[config.mk]
export PLATFORM = sky130hd
export DESIGN_NAME = sipo_deser
export DESIGN_NICKNAME = d
export VERILOG_FILES = /design/src/rtl/sipo_pkg.sv /design/src/rtl/sipo_shift_core.sv /design/src/rtl/sipo_deser.sv
export SDC_FILE = /design/constraint.sdc
export NUM_CORES = 1
export LEC_CHECK = 0
export ABC_AREA = 1
export ABC_CLOCK_PERIOD_IN_PS = 1700
export CORE_MARGIN = 1.5
export CORE_UTILIZATION = 50
export DETAILED_ROUTE_END_ITERATION = 10
export GPL_ROUTABILITY_DRIVEN = 0
export PLACE_DENSITY_LB_ADDON = 0.05
export SLEW_MARGIN = 20
export SYNTH_ARGS = -nofsm -noshare
export SYNTH_HDL_FRONTEND = slang
export SYNTH_SLANG_ARGS = --single-unit
[constraint.sdc]
create_clock -name clk -period 1.7 [get_ports clk]
set_input_delay 0.255 -clock clk [delete_from_list [all_inputs] [get_ports clk]]
set_output_delay 0.255 -clock clk [all_outputs]
set_load 0.005 [all_outputs]
[src/rtl/sipo_pkg.sv]
// -----------------------------------------------------------------------------
// sipo_pkg
// Shared constants for the serial-in/parallel-out deserializer.
//   MODE_LSB_FIRST / MODE_MSB_FIRST : encodings of the per-word bit order
//   WIDTH_MIN / WIDTH_MAX           : legal word-width range, checked at
//                                     elaboration by sipo_deser
// -----------------------------------------------------------------------------
package sipo_pkg;

   localparam logic MODE_LSB_FIRST = 1'b0;
   localparam logic MODE_MSB_FIRST = 1'b1;

   localparam int WIDTH_MIN = 2;
   localparam int WIDTH_MAX = 32;

endpackage : sipo_pkg

[src/rtl/sipo_shift_core.sv]
// -----------------------------------------------------------------------------
// sipo_shift_core
// Bit-level half of the deserializer: shift register, bit counter and the
// per-word bit-order latch.
// Ports:
//   clk        in   clock, rising edge
//   clear      in   synchronous active-high reset
//   si         in   serial data bit
//   si_valid   in   bit strobe; all state holds when low
//   msb_first  in   live bit order, only looked at on the first bit of a word
//   word       out  WIDTH  shifted value including the bit now on si
//   word_done  out  high in the cycle whose edge samples the final bit
//   fill       out  CW     bits of the current partial word received (0..WIDTH-1)
// -----------------------------------------------------------------------------
module sipo_shift_core
   import sipo_pkg::*;
#(
   parameter int WIDTH = 8,
   parameter int CW    = $clog2(WIDTH)
) (
   input  logic             clk,
   input  logic             clear,
   input  logic             si,
   input  logic             si_valid,
   input  logic             msb_first,
   output logic [WIDTH-1:0] word,
   output logic             word_done,
   output logic [CW-1:0]    fill
);

   localparam logic [CW-1:0] FILL_LAST = CW'(WIDTH - 1);

   logic [WIDTH-1:0] sh_q, sh_d;
   logic [CW-1:0]    fill_q, fill_d;
   logic             mode_q, mode_d;

   logic             mode_eff;
   logic [WIDTH-1:0] sh_shifted;
   logic             last_bit;

   always_comb begin
      // The first bit of a word takes the live order input; later bits use
      // the latched copy so mid-word changes cannot scramble the word.
      mode_eff   = (fill_q == '0) ? msb_first : mode_q;
      sh_shifted = (mode_eff == MODE_MSB_FIRST) ? {sh_q[WIDTH-2:0], si}
                                                : {si, sh_q[WIDTH-1:1]};
      last_bit   = (fill_q == FILL_LAST);

      sh_d   = sh_q;
      fill_d = fill_q;
      mode_d = mode_q;
      if (si_valid) begin
         sh_d   = sh_shifted;
         mode_d = mode_eff;
         fill_d = last_bit ? '0 : fill_q + CW'(1);
      end
   end

   always_ff @(posedge clk) begin
      if (clear) begin
         sh_q   <= '0;
         fill_q <= '0;
         mode_q <= MODE_LSB_FIRST;
      end else begin
         sh_q   <= sh_d;
         fill_q <= fill_d;
         mode_q <= mode_d;
      end
   end

   // sh is not cleared on completion: every bit is overwritten by the next word.
   assign word      = sh_shifted;
   assign word_done = si_valid & last_bit;
   assign fill      = fill_q;

endmodule : sipo_shift_core

[src/rtl/sipo_deser.sv]
// -----------------------------------------------------------------------------
// sipo_deser
// Serial-in/parallel-out deserializer with a one-word output buffer,
// valid/ready handshake and sticky overrun flag.
// Ports:
//   clk        in   clock, rising edge
//   clear      in   synchronous active-high reset, overrides all inputs
//   si         in   serial data bit
//   si_valid   in   si is sampled only when high
//   msb_first  in   1: first bit lands in po[WIDTH-1]; 0: first bit in po[0]
//   po         out  WIDTH  completed word, stable while po_valid & ~po_ready
//   po_valid   out  po holds an unconsumed word
//   po_ready   in   consumer takes po on an edge with po_valid & po_ready
//   fill       out  CW     bits of the current partial word received
//   overrun    out  sticky: a completed word was dropped
//   ovr_clr    in   clears overrun (a new drop on the same edge wins)
// -----------------------------------------------------------------------------
module sipo_deser
   import sipo_pkg::*;
#(
   parameter int WIDTH = 8,
   parameter int CW    = $clog2(WIDTH)
) (
   input  logic             clk,
   input  logic             clear,
   input  logic             si,
   input  logic             si_valid,
   input  logic             msb_first,
   output logic [WIDTH-1:0] po,
   output logic             po_valid,
   input  logic             po_ready,
   output logic [CW-1:0]    fill,
   output logic             overrun,
   input  logic             ovr_clr
);

   if (WIDTH < WIDTH_MIN || WIDTH > WIDTH_MAX) begin : g_width_check
      $error("sipo_deser: WIDTH out of range");
   end

   logic [WIDTH-1:0] word;
   logic             word_done;

   sipo_shift_core #(
      .WIDTH (WIDTH),
      .CW    (CW)
   ) u_core (
      .clk       (clk),
      .clear     (clear),
      .si        (si),
      .si_valid  (si_valid),
      .msb_first (msb_first),
      .word      (word),
      .word_done (word_done),
      .fill      (fill)
   );

   logic [WIDTH-1:0] po_q, po_d;
   logic             po_valid_q, po_valid_d;
   logic             overrun_q, overrun_d;
   logic             slot_free;
   logic             drop;

   always_comb begin
      // Slot is usable if empty or being emptied on this very edge.
      slot_free  = ~po_valid_q | po_ready;
      drop       = word_done & ~slot_free;

      po_d       = po_q;
      po_valid_d = po_valid_q;
      overrun_d  = overrun_q;

      if (po_valid_q && po_ready) begin
         po_valid_d = 1'b0;
      end
      if (word_done && slot_free) begin
         po_d       = word;
         po_valid_d = 1'b1;
      end

      // Ordering makes a drop win over a simultaneous clear request.
      if (ovr_clr) begin
         overrun_d = 1'b0;
      end
      if (drop) begin
         overrun_d = 1'b1;
      end
   end

   always_ff @(posedge clk) begin
      if (clear) begin
         po_q       <= '0;
         po_valid_q <= 1'b0;
         overrun_q  <= 1'b0;
      end else begin
         po_q       <= po_d;
         po_valid_q <= po_valid_d;
         overrun_q  <= overrun_d;
      end
   end

   assign po       = po_q;
   assign po_valid = po_valid_q;
   assign overrun  = overrun_q;

endmodule : sipo_deser

==> results_dict.tcl, run 1 <==
set metrics [dict create \
    status "finished, final reports clean" \
    regToRegSetupSlack_ns 0.25 \
    antenna_found_initial 0 \
    track_usage_pct 18.07 \
    crit_slowest_cell "clkdlybuf4s50_1" \
    die_h_um 49.88 \
    io_buffers 19 \
    yosys_warnings 0 \
    clockBufferDepth 2 \
    clockPowerShare_pct 36.1 \
    peakVddDrop_uv 519.2 \
    syn-num-nets 169 \
    clock_sink_count 22 \
    netlist_area_mm2 0.001099 \
    cts_tree "done" \
    hold_path_depth 2 \
    pin_count 20 \
    seqPwrFrac_pct 49.4 \
    finalSetupTns_ns 0 \
    ys_ff_latch 22 \
    vias 1004 \
    path_clk_slew_ns 0.13 \
    vias_per_cell 4.874 \
    post_cts_resized 0 \
    critPathMaxStageDelay_ns 0.52 \
    finalHoldViolCount 0 \
    crit_chain "clkdlybuf4s50_1" \
    internal_power_w 0.0008447 \
    combPwrFrac_pct 14.5 \
    grt_max_degree 23 \
    drv_slew 0 \
    hold_class "register to register" \
    critPathMaxFanout 5 \
    grt_pass1_vias 867 \
    start_kind "register" \
    timing.rr.end "po[2]" \
    min_from "overrun" \
    dieWidth_um 49.88 \
    p_sw_w 0.0002791 \
    setup_ws_ns 0.2109 \
    cp_num_buf_inv 1 \
    n_antenna_cell 0 \
    worstReg2RegStart "u_core.fill[0]" \
    cp.required_ns 1.44 \
    p_leak_nw 0.6681 \
    regArea_um2 440.4 \
    multiInputGateArea_um2 521.8 \
    maxSlewHeadroom_pct 78.74 \
    dp_slack_ns 0.2032 \
    rsz0062_at_grt "no" \
    cts_setup_buffers 0 \
    ctsHoldBuffers 0 \
    fin_crit_sh_pct 87.59 \
    worstSetupEndpointType "primary output" \
    htreeDepth 1 \
    wl_per_cell_um 9.951 \
    setup_viol 0 \
    worst_clock_skew_ns 0.001731 \
    synth_cell_types 18 \
    cts-root-buf "clkbuf_4" \
    drt_iter0_markers 23 \
    switching_share_pct 24.84 \
    num_rows 16 \
    final_layout_size_suffix_gt1_share_pct 7.263 \
    start_util_pct 54.33 \
    holdPathEnd "overrun" \
    areaGrowthSynthToFinish_pct 23.01 \
    synth_cells 159 \
    synth_seq_area_share_pct 40.09 \
    drv_cap 0 \
    crit_type "register to primary output" \
    drc 0 \
    routed_wirelength_um 2050 \
    nFillCells 185 \
    worstMarginPinSlew_ns 0.3181 \
    nets 190 \
    syn_avg_cell_area_um2 6.909 \
    cts_buffers 3 \
    crit_arrival_ns 1.23 \
    power_density_mw_per_mm2 831.6 \
    detail-route-antenna-nets 0 \
    fin_crit_ns 1.489 \
    coreArea_mm2 0.002022 \
    die-area_mm2 0.002488 \
    rr_worst_depth 8 \
    overflow 0 \
    clk_latency_ns 0.30 \
    hpwlAfterDp_um 1473 \
    grt_pass1_wl_um 3629 \
    max_freq_mhz 671.6 \
    cpLargestDelayFamily "buffers and inverters" \
    dr.pass1.iters 4 \
]
cells by family (layout without fill, tap and decap cells):
family | after synthesis | in the layout | share of synthesized area (%)
AND/OR/NAND/NOR | 98 | 98 | 41.34
adder cells (fa/ha/maj) | 3 | 3 | 3.417
flip-flops | 22 | 22 | 40.09
AO/OA/AOI/OAI | 5 | 5 | 2.733
buffers and inverters | 31 | 51 | 12.41
cell type report:
cell class                      instances  share of cell area, %
Sequential cell                        22                  32.59
Multi-Input combinational cell        106                  38.61
Clock buffer                            3                  1.667
Timing Repair Buffer                   21                  15.19
Tap cell                               27                  2.500
Clock inverter                          1                  2.222
Inverter                               26                  7.222
cell usage after synthesis:
cell type	n	share of area, %
buf_2	1	0.46
nand2_4	1	1.0
ha_1	3	3.4
buf_6	1	1.0
nor2_4	1	1.0
buf_1	1	0.34
nand2_1	22	7.5
nand3_1	35	16
nor3_1	1	0.46
dfxtp_1	22	40
clkbuf_1	1	0.34
a21oi_1	3	1.4
a211oi_1	2	1.4
inv_1	26	8.9
nor2_8	1	1.8
nor2_2	4	2.3
buf_8	1	1.4
nor2_1	33	11
metal layers:
| layer | up-vias | wire [µm] | share of wire, % | global-route usage (%) |
|---|---|---|---|---|
| met5 | - | 0 | 0 | 0 |
| met3 | 0 | 74 | 3.6 | 3.030 |
| li1 | 535 | - | - | - |
| met4 | 0 | 0 | 0 | 3.241 |
| met1 | 446 | 1040 | 51 | 25.43 |
| met2 | 23 | 935 | 46 | 29.33 |
flip-flops by register name, indices dropped and copies added, names as in the netlist:
register	cells
po	8
u_core.sh_q	8
u_core.fill	3
overrun	1
po_valid	1
u_core.mode_q	1
power by group through the flow:
stage	Sequential (W)	Clock, W	Combinational, W
detailed placement	0.000567	0	0.000163
floorplan	0.000564	0	0.000112
finish	0.000556	0.000405	0.000163
CTS	0.000555	0.000408	0.000163
global placement	0.000566	0	0.000158
global route	0.000559	0.000429	0.000185
placed cells by master, fill, tap and decap left out, drive strengths merged:
cell type	instances
a211oi	2
a21oi	3
buf	2
bufinv	1
clkbuf	3
clkdlybuf4s50	19
dfxtp	22
ha	3
inv	26
nand2	23
nand3	35
nor2	39
nor3	1
per-stage QoR:
stage               total power (W)  hold WS, ns  instances  area [µm²]  utilization (%)
floorplan                 0.0006757       0.4002        159        1099                -
finish                     0.001124       0.4690        206        1351            66.83
CTS                        0.001126       0.4730        206        1351            66.83
global route               0.001173       0.5010        206        1351            66.83
detailed placement        0.0007292       0.4541        202        1299            64.23
global placement          0.0007241       0.4504        202        1299            64.23
worst max path at each step:
stage	start	endpoint	slack, ns	depth (start not counted)
final	u_core.fill[0]	fill[0]	0.21	1
after floorplan	u_core.fill[0]	po[7]	0.35	8
after global placement	si_valid	po[0]	0.20	6
after detailed placement	si_valid	po[0]	0.20	6
after global routing	u_core.fill[0]	po[4]	0.07	8
after CTS	u_core.fill[0]	fill[0]	0.20	1
(Power assumes the default switching activity.)
==> run 2, diff against run 1 <==
- MAX_ROUTING_LAYER: unset -> met4
==> run 2 against run 1 <==
Against the previous run:
- sequential power about the same
- critical path depth unchanged
- die area unchanged
- final cell count stayed put
- hold slack about the same
- non-clock buffer count unchanged
- total power is 0.26% lower
- first-iteration DRC count grew 22%
- sequential share of layout area unchanged
- highest routed layer is now met4
==> results_dict.tcl, run 2 (synthesized netlist as in run 1, its figures left out) <==
set metrics [dict create \
    pin_count 20 \
    grt_max_degree 23 \
    cts_buffers 3 \
    n_antenna_cell 0 \
    detail-route-antenna-nets 0 \
    dpl_cell_area_mm2 0.001299 \
    critPathMaxFanout 5 \
    die-area_mm2 0.002488 \
    combPwrFrac_pct 14.5 \
    rsz0062_at_grt "no" \
    fin_crit_sh_pct 87.51 \
    hold_slack_ns 0.4689 \
    wl_per_cell_um 9.835 \
    worstMarginPinSlew_ns 0.3106 \
    hpwlAfterDp_um 1473 \
    clockBufferDepth 2 \
    crit_arrival_ns 1.23 \
    vias_per_cell 4.874 \
    path_clk_slew_ns 0.13 \
    htreeDepth 1 \
    layout_commonest_cell "nand3_1" \
    seqPwrFrac_pct 49.6 \
    dieWidth_um 49.88 \
    track_usage_pct 18.56 \
    clk_latency_ns 0.30 \
    cts_tree "done" \
    antenna_found_initial 0 \
    vias 1004 \
    start_kind "register" \
    ctsHoldBuffers 0 \
    mostFrequentLayoutCells "35 x nand3_1, 33 x nor2_1, 26 x inv_1, 22 x nand2_1, 22 x dfxtp_1" \
    status "finished, final reports clean" \
    internal_power_w 0.0008446 \
    drc 0 \
    num_rows 16 \
    clock_sink_count 22 \
    grt_pass1_wl_um 3629 \
    hold_class "register to register" \
    cp.required_ns 1.44 \
    setup_viol 0 \
    cts-root-buf "clkbuf_4" \
    dp.cells 202 \
    areaGrowthSynthToFinish_pct 23.01 \
    drt_iter0_markers 28 \
    dp_slack_ns 0.2032 \
    switching_share_pct 24.64 \
    peakVddDrop_uv 519.4 \
    setup_ws_ns 0.2123 \
    fin_crit_ns 1.488 \
    die_h_um 49.88 \
    nets 190 \
    critPathMaxStageDelay_ns 0.52 \
    post_cts_resized 0 \
    cts_setup_buffers 0 \
    overflow 0 \
    crit_slowest_cell "clkdlybuf4s50_1" \
    cpLargestDelayFamily "buffers and inverters" \
    drv_cap 0 \
    power_density_mw_per_mm2 829.4 \
    cp_num_buf_inv 1 \
    final_layout_size_suffix_gt1_share_pct 7.263 \
    dr.pass1.iters 4 \
    drv_slew 0 \
    max_freq_mhz 672.2 \
    fin_area_mm2 0.001351 \
    worst_clock_skew_ns 0.001279 \
    crit_chain "clkdlybuf4s50_1" \
    coreArea_mm2 0.002022 \
    maxSlewHeadroom_pct 79.24 \
    finalHoldViolCount 0 \
    stdcell_count 206 \
    start_util_pct 54.33 \
    crit_type "register to primary output" \
    routed_wirelength_um 2026 \
    grt_pass1_vias 866 \
    p_leak_nw 0.6681 \
    io_buffers 19 \
    finalSetupTns_ns 0 \
    p_sw_w 0.0002762 \
    clockPowerShare_pct 36.0 \
    worstSetupEndpointType "primary output" \
]
## run 2: cell counts in the layout (fill, tap and decap cells not counted)
Identical to the previous run, type by type.
## run 2: worst paths after layout
kind | cells past startpoint | slack [ns] | end | startpoint
worst max-delay path | 1 | 0.21 | fill[0] | u_core.fill[0]
worst min-delay path | 2 | 0.47 | overrun | overrun
worst max register to register | 8 | 0.26 | po[2] | u_core.fill[0]
worst min register to register | 2 | 0.47 | overrun | overrun
## run 2: layout make-up
class                   count  area [µm²]
flip-flops and latches     22       440.4
well taps                  27       33.78
clock buffers               3       22.52
multi-input cells         106       521.8
fillers                   185       670.6
inverters                  26       97.59
clock inverters             1       30.03
repair buffers             21       205.2
## run 2: stage by stage
step / total power, W / util, %
after global placement: 0.0007241 / 64.23
after floorplan: 0.0006757 / -
after detailed placement: 0.0007292 / 64.23
after CTS: 0.001126 / 66.83
after global routing: 0.001173 / 66.83
final: 0.001121 / 66.83
## run 2: power groups by stage
stage                     registers (W)  clock network (W)  logic, W
after floorplan                0.000564                  0  0.000112
after CTS                      0.000555           0.000408  0.000163
after global routing           0.000559           0.000429  0.000185
after global placement         0.000566                  0  0.000158
final                          0.000556           0.000403  0.000162
after detailed placement       0.000567                  0  0.000163
## run 2: layer usage
layer  wire length (µm)  part of all wire (%)  track usage (%)
met5                  0                     0                -
met4                  7                  0.35            3.241
met3                 78                   3.8            3.030
met2                933                    46            29.33
met1               1007                    50            25.43
